--- src/rtl/clk_pkg.sv ---
// Shared types and modular-minute arithmetic for the time-of-day / alarm counter bank.
package clk_pkg;

  localparam int MINUTE_W = 11;

  typedef logic [MINUTE_W-1:0] minute_t;

  typedef enum logic [1:0] {
    RING_IDLE,
    RING_ACTIVE,
    RING_SNOOZED
  } ring_state_t;

  // Add 0..2 minutes and wrap once; inputs are always below the modulus.
  function automatic minute_t wrap_add(minute_t v, logic [1:0] n,
                                       logic [MINUTE_W:0] modulus = 12'd1440);
    logic [MINUTE_W:0] sum;
    sum = {1'b0, v} + {{(MINUTE_W-1){1'b0}}, n};
    if (sum >= modulus) sum = sum - modulus;
    return sum[MINUTE_W-1:0];
  endfunction

endpackage

--- src/rtl/alarm_ringer.sv ---
// One alarm's ring/snooze FSM with its minute countdown; the SNOOZED path exists
// only when ALARM_SNOOZE_EN is defined, otherwise an increment edge acknowledges.
module alarm_ringer
  import clk_pkg::*;
#(
  parameter int RING_MINUTES = 5,
  parameter int SNOOZE_MIN   = 9
) (
  input  logic clk,
  input  logic rst_n,
  input  logic trigger,
  input  logic ack,
  input  logic snooze,
  input  logic tick,
  output logic ring,
  output logic consume
);

  localparam int CNT_MAX = (RING_MINUTES > SNOOZE_MIN) ? RING_MINUTES : SNOOZE_MIN;
  localparam int CNT_W   = $clog2(CNT_MAX + 1);
  localparam logic [CNT_W-1:0] RING_LOAD = CNT_W'(RING_MINUTES);
  localparam logic [CNT_W-1:0] ONE       = CNT_W'(1);

  ring_state_t      state_q, state_d;
  logic [CNT_W-1:0] cnt_q, cnt_d;
  logic             ring_q, ring_d;

  // NOTE: every variable gets a default before the case so no path infers a latch.
  always_comb begin
    state_d = state_q;
    cnt_d   = cnt_q;
    consume = 1'b0;
    case (state_q)
      RING_IDLE: begin
        if (trigger) begin
          state_d = RING_ACTIVE;
          cnt_d   = RING_LOAD;
        end
      end
      RING_ACTIVE: begin
        consume = ack | snooze;
        if (ack) begin
          state_d = RING_IDLE;
`ifdef ALARM_SNOOZE_EN
        end else if (snooze) begin
          state_d = RING_SNOOZED;
          cnt_d   = CNT_W'(SNOOZE_MIN);
`else
        end else if (snooze) begin
          state_d = RING_IDLE;
`endif
        end else if (tick) begin
          cnt_d = cnt_q - ONE;
          if (cnt_q == ONE) state_d = RING_IDLE;
        end
      end
`ifdef ALARM_SNOOZE_EN
      RING_SNOOZED: begin
        // A further increment edge while snoozed is swallowed without effect.
        consume = ack | snooze;
        if (ack) begin
          state_d = RING_IDLE;
        end else if (tick) begin
          cnt_d = cnt_q - ONE;
          if (cnt_q == ONE) begin
            state_d = RING_ACTIVE;
            cnt_d   = RING_LOAD;
          end
        end
      end
`endif
      default: state_d = RING_IDLE;
    endcase
    ring_d = (state_d == RING_ACTIVE);
  end

  // NOTE: sequential state uses non-blocking assignments so all flops update together.
  always_ff @(posedge clk or negedge rst_n) begin
    if (!rst_n) begin
      state_q <= RING_IDLE;
      cnt_q   <= '0;
      ring_q  <= 1'b0;
    end else begin
      state_q <= state_d;
      cnt_q   <= cnt_d;
      ring_q  <= ring_d;
    end
  end

  assign ring = ring_q;

endmodule

--- src/rtl/target_counter_bank.sv ---
// Time-of-day counter, three alarm set-points and their ringers, driven by edge-detected
// reset/increment strobes. Define ALARM_SNOOZE_EN to enable the snooze behaviour.
module target_counter_bank
  import clk_pkg::*;
#(
  parameter int MINUTES_PER_DAY = 1440,
  parameter int RING_MINUTES    = 5,
  parameter int SNOOZE_MIN      = 9
) (
  input  logic                CLK,
  input  logic                RST_N,
  input  logic                TICK_MIN,
  input  logic                RC,
  input  logic                IC,
  input  logic                RA1,
  input  logic                IA1,
  input  logic                RA2,
  input  logic                IA2,
  input  logic                RA3,
  input  logic                IA3,
  input  logic [1:0]          S,
  output logic [MINUTE_W-1:0] DISP,
  output logic [2:0]          ALARM
);

  localparam logic [MINUTE_W:0] MOD = (MINUTE_W+1)'(MINUTES_PER_DAY);

  logic [2:0] ra_in, ia_in;
  logic       rc_hist_q, ic_hist_q;
  logic [2:0] ra_hist_q, ia_hist_q;
  logic       rc_edge, ic_edge;
  logic [2:0] ra_edge, ia_edge;
  logic [1:0] step;
  minute_t    clock_q, clock_d;
  minute_t    alarm_q [3];
  minute_t    alarm_d [3];
  minute_t    disp_q, disp_d;
  logic [2:0] trigger, consume, ring;

  assign ra_in   = {RA3, RA2, RA1};
  assign ia_in   = {IA3, IA2, IA1};
  assign rc_edge = RC & ~rc_hist_q;
  assign ic_edge = IC & ~ic_hist_q;
  assign ra_edge = ra_in & ~ra_hist_q;
  assign ia_edge = ia_in & ~ia_hist_q;

  always_comb begin
    step    = {1'b0, ic_edge} + {1'b0, TICK_MIN};
    clock_d = rc_edge ? '0 : wrap_add(clock_q, step, MOD);
  end

  always_comb begin
    for (int k = 0; k < 3; k++) begin
      alarm_d[k] = alarm_q[k];
      if (!consume[k]) begin
        if (ra_edge[k])      alarm_d[k] = '0;
        else if (ia_edge[k]) alarm_d[k] = wrap_add(alarm_q[k], 2'd1, MOD);
      end
    end
  end

  always_comb begin
    case (S)
      2'b00:   disp_d = clock_q;
      2'b01:   disp_d = alarm_q[0];
      2'b10:   disp_d = alarm_q[1];
      default: disp_d = alarm_q[2];
    endcase
  end

  for (genvar k = 0; k < 3; k++) begin : g_ringer
    // Only a real clock movement can fire an alarm, never an alarm edit.
    assign trigger[k] = (clock_d != clock_q) && (clock_d == alarm_q[k]);

    alarm_ringer #(
      .RING_MINUTES (RING_MINUTES),
      .SNOOZE_MIN   (SNOOZE_MIN)
    ) u_ringer (
      .clk     (CLK),
      .rst_n   (RST_N),
      .trigger (trigger[k]),
      .ack     (ra_edge[k]),
      .snooze  (ia_edge[k]),
      .tick    (TICK_MIN),
      .ring    (ring[k]),
      .consume (consume[k])
    );
  end

  // NOTE: the small value array is reset explicitly; it is plain flops, not a RAM.
  // History resets high so a strobe held through reset is not seen as a rise.
  always_ff @(posedge CLK or negedge RST_N) begin
    if (!RST_N) begin
      rc_hist_q <= 1'b1;
      ic_hist_q <= 1'b1;
      ra_hist_q <= 3'b111;
      ia_hist_q <= 3'b111;
      clock_q   <= '0;
      disp_q    <= '0;
      for (int k = 0; k < 3; k++) alarm_q[k] <= '0;
    end else begin
      rc_hist_q <= RC;
      ic_hist_q <= IC;
      ra_hist_q <= ra_in;
      ia_hist_q <= ia_in;
      clock_q   <= clock_d;
      disp_q    <= disp_d;
      for (int k = 0; k < 3; k++) alarm_q[k] <= alarm_d[k];
    end
  end

  assign DISP  = disp_q;
  assign ALARM = ring;

endmodule

--- config.mk ---
export PLATFORM = sky130hd
export DESIGN_NAME = target_counter_bank
export DESIGN_NICKNAME = d
export VERILOG_FILES = /design/src/rtl/clk_pkg.sv /design/src/rtl/alarm_ringer.sv /design/src/rtl/target_counter_bank.sv
export SDC_FILE = /design/constraint.sdc
export NUM_CORES = 1
export LEC_CHECK = 0
export BUFFER_PORTS_ARGS = -buffer_cell sky130_fd_sc_hd__clkbuf_2
export CORE_MARGIN = 2
export CORE_UTILIZATION = 55
export DETAILED_ROUTE_END_ITERATION = 7
export GPL_TIMING_DRIVEN = 1
export HOLD_SLACK_MARGIN = 0.03
export MAX_ROUTING_LAYER = met4
export PLACE_DENSITY = 0.7
export SKIP_CTS_REPAIR_TIMING = 1
export SYNTH_ARGS = -nofsm -noshare
export SYNTH_HDL_FRONTEND = slang
export SYNTH_SLANG_ARGS = --single-unit
--- constraint.sdc ---
create_clock -name CLK -period 4.7 [get_ports CLK]
set_input_delay 0.47 -clock CLK [delete_from_list [all_inputs] [get_ports CLK]]
set_output_delay 0.47 -clock CLK [all_outputs]
set_load 0.005 [all_outputs]
* Word-level counts from Yosys, hierarchy flattened
Cells that the tools add are included.
** Storage, ports and cells
- Register bits after elaboration :: 84
- Bits in latches :: 0
- Memory bits (writable) :: 0
- ROM bits :: 0
- Bits of input ports :: 13
- Output and inout bits :: 14
- Logic and storage cells :: 142
- Memories kept :: 0
** Cells by class
- Add/subtract/negate cells :: 12
- Multipliers :: 0
- Divide/modulo/power cells :: 0
- $lt $le $gt $ge :: 4
- Equality and inequality tests :: 27
- Shift operators :: 0
- Multiplexer cells :: 48
- Bitwise gates (word level) :: 14
- Reductions and logical operators :: 19
** Operators with widths (count)
- 11-bit 2-to-1 mux :: 11
- 12-bit by 11-bit greater-or-equal comparator with 1-bit output (second input constant) :: 4
- 4-bit 2-to-1 mux :: 12
- 11-bit subtractor (second input constant) :: 4
- 11-bit by 1-bit adder with 12-bit output (second input constant) :: 3
- 11-bit == test :: 3
- 11-bit one-hot mux with 3 select lines :: 1
- 2-bit 2-to-1 mux :: 15
- 4-bit one-hot mux with 2 select lines :: 3
- 2-bit inequality test (second input constant) :: 9
- 5-bit AND reduction :: 3
- 2-bit by 1-bit == test with 1-bit output (second input constant) :: 7
- 11-bit by 2-bit adder with 12-bit output :: 1
- 4-bit by 1-bit == test with 1-bit output (second input constant) :: 3
- 2-bit one-hot mux with 2 select lines :: 3
- 2-bit nonzero test :: 6
- 4-bit by 1-bit subtractor with 4-bit output (second input constant) :: 3
- 11-bit inequality test :: 1
- 2-bit logical NOT :: 4
- 3-bit AND :: 2
- 2-bit by 1-bit inequality test with 1-bit output (second input constant) :: 3
- 3-bit NOT :: 2
- 2-bit AND reduction :: 3
- 1-bit NOT :: 5
- 6 further kinds :: 13

* Longest topological paths before layout
- Word-level depth :: 12
- Mapped depth :: 17
- Gate-level depth less buffers :: 13

* Hierarchy
From an unflattened synthesis, not the netlist that was laid out.
** Unflattened totals
- Cells, all modules :: 666
- Area, all modules :: 5999.5 um^2
** By module, submodules not included
- target_counter_bank :: times used 1, cells an instance 561, area an instance 4880.9 um^2, seq. area each 1586.5 um^2
- alarm_ringer :: times used 3, cells an instance 35, area an instance 372.9 um^2, seq. area each 175.2 um^2

* Worst setup path before layout
No wires, ideal clock.
- Path kind :: input port to flip-flop
- Start :: input TICK_MIN
- End :: register g_ringer[2].u_ringer.cnt_q[1]
- Setup time :: 0.120 ns
- Arrival time :: 4.173 ns
- Required time :: 4.580 ns
- Setup slack :: 0.407 ns
- Stages on the path :: 16
- Buffers on the path :: 3
- Cells stage by stage :: clkbuf_1 > inv_1 > fa_1 > inv_1 > ha_1 > buf_2 > nand2_1 > or4_4 > nand2_1 > nand2_1 > nor3_1 > xor2_1 > or4_1 > or4_1 > buf_2 > a31o_1
** On the way
- Longest elaborated chain between the ends :: 9
- Elaborated cells between the ends (all ways) :: 12
- Those cells by class :: add/sub (3); order compare (1); eq/ne (4); mux (2); reduce/logical (2)
** Ends and longest elaborated chain
- start, declared :: line target_counter_bank.sv:12 : input logic TICK_MIN,
- 1-bit by 1-bit adder with 2-bit output (*) :: line target_counter_bank.sv:48 : step = {1'b0, ic_edge} + {1'b0, TICK_MIN};
- 11-bit by 2-bit adder with 12-bit output (*) :: line clk_pkg.sv:18 : sum = {1'b0, v} + {{(MINUTE_W-1){1'b0}}, n};
- 11-bit subtractor or 12-bit by 11-bit greater-or-equal comparator with 1-bit output (tied branches) :: line clk_pkg.sv:19 : if (sum >= modulus) sum = sum - modulus;
- 11-bit 2-to-1 mux (*) :: line clk_pkg.sv:19
- 11-bit 2-to-1 mux (*) :: line target_counter_bank.sv:49 : clock_d = rc_edge ? '0 : wrap_add(clock_q, step, MOD);
- net clock_d[10] :: line target_counter_bank.sv:34 : minute_t clock_q, clock_d;
- 11-bit inequality test or 11-bit == test (tied branches) :: line target_counter_bank.sv:73 : assign trigger[k] = (clock_d != clock_q) && (clock_d == alarm_q[k]);
- 1-bit logical AND (*) :: line target_counter_bank.sv:73
- 2-bit by 1-bit inequality test with 1-bit output (no source line) (*)
- 5-bit AND reduction (no source line) (*)
- end signal, assigned :: line alarm_ringer.sv:85 : cnt_q <= cnt_d;
- end, declared :: line alarm_ringer.sv:25 : logic [CNT_W-1:0] cnt_q, cnt_d;
Mark *: on every way through the listed nets, which the timed path passes. The rest lies on a longest branch.
A chain may end at the register's enable or synchronous reset.

* Final worst setup path
- Start :: register ic_hist_q
- End :: register g_ringer[1].u_ringer.cnt_q[1]
** On the way
- Longest elaborated chain between the ends :: 11
- Elaborated cells between the ends (all ways) :: 13
- Those cells by class :: add/sub (3); order compare (1); eq/ne (3); mux (2); bitwise (2); reduce/logical (2)
** Ends and longest elaborated chain
- start, declared :: line target_counter_bank.sv:29 : logic rc_hist_q, ic_hist_q;
- start signal, assigned :: line target_counter_bank.sv:95 : ic_hist_q <= 1'b1;
- start signal, assigned :: line target_counter_bank.sv:103 : ic_hist_q <= IC;
- 1-bit NOT (*) :: line target_counter_bank.sv:43 : assign ic_edge = IC & ~ic_hist_q;
- 1-bit AND (*) :: line target_counter_bank.sv:43
- 1-bit by 1-bit adder with 2-bit output (*) :: line target_counter_bank.sv:48
- 11-bit by 2-bit adder with 12-bit output (*) :: line clk_pkg.sv:18
- 11-bit subtractor or 12-bit by 11-bit greater-or-equal comparator with 1-bit output (tied branches) :: line clk_pkg.sv:19
- 11-bit 2-to-1 mux (*) :: line clk_pkg.sv:19
- 11-bit 2-to-1 mux (*) :: line target_counter_bank.sv:49
- net clock_d[6] :: line target_counter_bank.sv:34
- 11-bit inequality test or 11-bit == test (tied branches) :: line target_counter_bank.sv:73
- 1-bit logical AND (*) :: line target_counter_bank.sv:73
- 2-bit by 1-bit inequality test with 1-bit output (no source line) (*)
- 5-bit AND reduction (no source line) (*)
- end signal, assigned :: line alarm_ringer.sv:85
- end, declared :: line alarm_ringer.sv:25
Marks and branches as above.

==> impl_metrics.env <==
export IMPL_status="finished clean"
export IMPL_async_flop_share_pct=100
export IMPL_initial_utilization_pct=57.0
export IMPL_worstPathCellList="nand2b_1 > fa_1 > inv_1 > ha_1 > nand2_1 > or4_4 > a311oi_1 > nor2_1 > a2111oi_2 > xnor2_1 > nand4_1 > or4_1 > a31o_2"
export IMPL_antenna_found_initial=1
export IMPL_core_area_sq_mm=0.0109
export IMPL_drt_drc_violations_left=0
export IMPL_critPathLaunchType="register"
export IMPL_wl_um=17400
export IMPL_via_count=5798
export IMPL_synth_cell_types=84
export IMPL_place_congestion=0.973
export IMPL_fin_crit_ns=4.38
export IMPL_clkSinkCount=84
export IMPL_ctsHtreeMaxLevel=3
export IMPL_clk_transition_reported_paths_ns=0.07
export IMPL_cts_buffer_depth=2
export IMPL_yosysWarnings=0
export IMPL_power_density_mw_per_mm2=353
export IMPL_layout_drive_gt1_share_pct=12.9
export IMPL_wire_per_inst_um=19.6
export IMPL_path_class="register to register"
export IMPL_root_buffer="clkbuf_16"
export IMPL_yosys_most_used_dff="dfrtp_1"
export IMPL_ys_seq_area_share_pct=33.9
export IMPL_viasPerCell=6.54
export IMPL_grt_pass1_wl_um=29000
export IMPL_grt_max_degree=45
export IMPL_rows=38
export IMPL_hold_class="primary input to asynchronous set/reset pin"
export IMPL_nets=770
export IMPL_drv_slew=0
export IMPL_timing_max_cap_violations=0
export IMPL_dpl_hpwl_um=12900
export IMPL_final_antenna_net_count=0
export IMPL_rsz0062_at_grt="no"
export IMPL_final_util_pct=61.9
export IMPL_cts_buffers=9
export IMPL_track_usage_pct=30.5
export IMPL_leakage_nw=2.72
export IMPL_cts_tree="done"
export IMPL_fillers=979
export IMPL_cp_required_ns=4.94
export IMPL_worst_pin_slew_ns=0.708
export IMPL_synth_area_sq_mm=0.00623
export IMPL_area_growth_pct=8.68
export IMPL_p_switching_mw=0.836
export IMPL_netSwitchingFraction_pct=35.0
export IMPL_cp_arrival_ns=4.62
export IMPL_synth_cells=734
export IMPL_slowest_stage="a2111oi_2"
export IMPL_grt_pass1_vias=5650
export IMPL_die_w_um=110
export IMPL_die_area_sq_mm=0.0122
export IMPL_combPwrFrac_pct=25.2
export IMPL_synth_edf_count=0
export IMPL_cp_end_kind="register"
export IMPL_io_pins=27
export IMPL_ys_ff_latch=84
export IMPL_clkPwrFrac_pct=33.6
export IMPL_cp_max_fo=6
export IMPL_timing_hold_violations_final=0
export IMPL_crit_path_max_incr_delay_ns=0.68
export IMPL_drtIter0Drc=533
export IMPL_die_h_um=110
export IMPL_overflow=0
export IMPL_setup_viol=0
export IMPL_clkLatencyLatePin_ns=0.36
export IMPL_max_freq_mhz=228
export IMPL_post_route_period_util_pct=93.2
export IMPL_relSlewSlack_pct=52.4
export IMPL_finalClockSkew_ns=0.00633
export IMPL_syn_area_per_cell_sq_um=8.49
export IMPL_ir_worst_vdd_uv=281
export IMPL_io_buffers=26
export IMPL_setup_tns_ns=0
export IMPL_p_seq_share_pct=41.3
export IMPL_firstDrtPassIters=5
export IMPL_internal_power_mw=1.55
-- sequential cells by signal (all words and copies together), names as in the netlist --
signal                     cells
alarm_q                       33
g_ringer.u_ringer.cnt_q       12
DISP                          11
clock_q                       11
g_ringer.u_ringer.state_q      6
g_ringer.u_ringer.ring         3
ia_hist_q                      3
ra_hist_q                      3
ic_hist_q                      1
rc_hist_q                      1
-- placed cells by master (no fill, tap or decap), types with 9 or more instances in the layout --
cell / n
nor4_1: 12
mux4_2: 10
a21oi_1: 38
nand3_1: 37
nand4_1: 13
inv_1: 31
nor3b_1: 9
buf_4: 14
nand2b_1: 10
xnor2_1: 30
clkbuf_2: 25
dfrtp_1: 76
o21ai_0: 52
clkbuf_16: 9
ha_1: 16
nor2_1: 52
a31oi_1: 13
and2_1: 16
or4_1: 9
xor2_1: 17
nand2_1: 73
nor3_1: 23
-- per-stage QoR --
stage          power [mW]  cell area (sq um)  hold slack, ns  instances  setup slack [ns]
2_1_floorplan        1.36               6240           0.174        736             0.407
3_3_place_gp         1.56               6440           0.472        869             0.233
3_5_place_dp         1.58               6440           0.474        869             0.202
4_1_cts              2.38               6770           0.116        885             0.426
5_1_grt              2.51               6770           0.131        886            0.0862
6_report             2.39               6770          0.0922        886             0.319
-- final timing paths --
kind | slack [ns] | depth (start not counted) | from | to
hold / removal | 0.09 | 1 | RST_N | clock_q[3]
hold reg to reg | 0.49 | 1 | g_ringer[1].u_ringer.state_q[1] | g_ringer[1].u_ringer.ring
setup / recovery | 0.32 | 13 | ic_hist_q | g_ringer[1].u_ringer.cnt_q[1]
max in group asynchronous | 3.63 | 2 | RST_N | alarm_q[9]
min in group CLK | 0.20 | 1 | IC | ic_hist_q
setup reg to reg | 0.32 | 13 | ic_hist_q | g_ringer[1].u_ringer.cnt_q[1]
-- cell usage after synthesis (5+ instances only) --
cell type	n	area [sq um]
dfrtp_1	76	1900
a21oi_1	38	190
o31ai_1	6	45.0
nor3_1	23	115
nand3_1	37	185
and2_1	16	100
xor2_1	17	149
clkbuf_1	32	120
mux4_2	10	225
mux2i_1	5	50.1
nor2_1	52	195
a31oi_1	13	81.3
nor4_1	12	75.1
nand4_1	13	81.3
o21ai_0	52	260
dfstp_2	8	210
ha_1	16	200
a21o_1	8	60.1
nand2b_1	10	62.6
nor2b_1	9	56.3
and3_1	8	50.1
xnor2_1	30	263
o311ai_0	5	43.8
or4_1	9	67.6
inv_1	31	116
a211o_1	5	43.8
nor3b_1	9	67.6
buf_2	6	30.0
a211oi_1	6	45.0
or3_1	8	50.1
nand2_1	73	274
-- critical path: cells and delay by family, from the launching register on --
family,cells,cell delay (ns)
AO/OA/AOI/OAI,3,1.32
XOR/XNOR,1,0.23
adder cells (fa/ha/maj),2,0.63
buffers and inverters,1,0.12
flip-flops,1,0.36
AND/OR/NAND/NOR,6,1.61
-- power by group through the flow --
stage | clock, mW | sequential (mW) | combinational, mW
3_3_place_gp | 0 | 0.985 | 0.576
3_5_place_dp | 0 | 0.990 | 0.589
6_report | 0.801 | 0.985 | 0.601
5_1_grt | 0.843 | 1.00 | 0.670
2_1_floorplan | 0 | 0.900 | 0.464
4_1_cts | 0.810 | 0.978 | 0.593
-- routing by layer --
| layer | track usage [%] | up-vias | share of wire, % |
|---|---|---|---|
| li1 | - | 2709 | - |
| met1 | 39.1 | 2771 | 43 |
| met2 | 46.8 | 265 | 46 |
| met3 | 6.64 | 53 | 7.3 |
| met4 | 13.1 | 0 | 3.7 |
| met5 | - | - | 0 |
-- area by class of cell --
type                       instances  area, sq um  share of cell area (%)
antenna                            1         2.50                  0.0370
clock buffer                      10          229                    3.38
clock inverter                     6         96.3                    1.42
inverter                          31          116                    1.72
multi-input combinational        575         3810                    56.2
sequential                        84         2110                    31.2
tap                              140          175                    2.59
timing repair buffer              39          230                    3.40
-- kinds of logic after synthesis --
family	share of synthesized area [%]
flip-flops	33.9
XOR/XNOR	6.61
AND/OR/NAND/NOR	25.1
multiplexers	5.38
AO/OA/AOI/OAI	20.1
other	0.0602
adder cells (fa/ha/maj)	3.70
buffers and inverters	5.12
No activity file was read; power rests on OpenSTA's default activity.
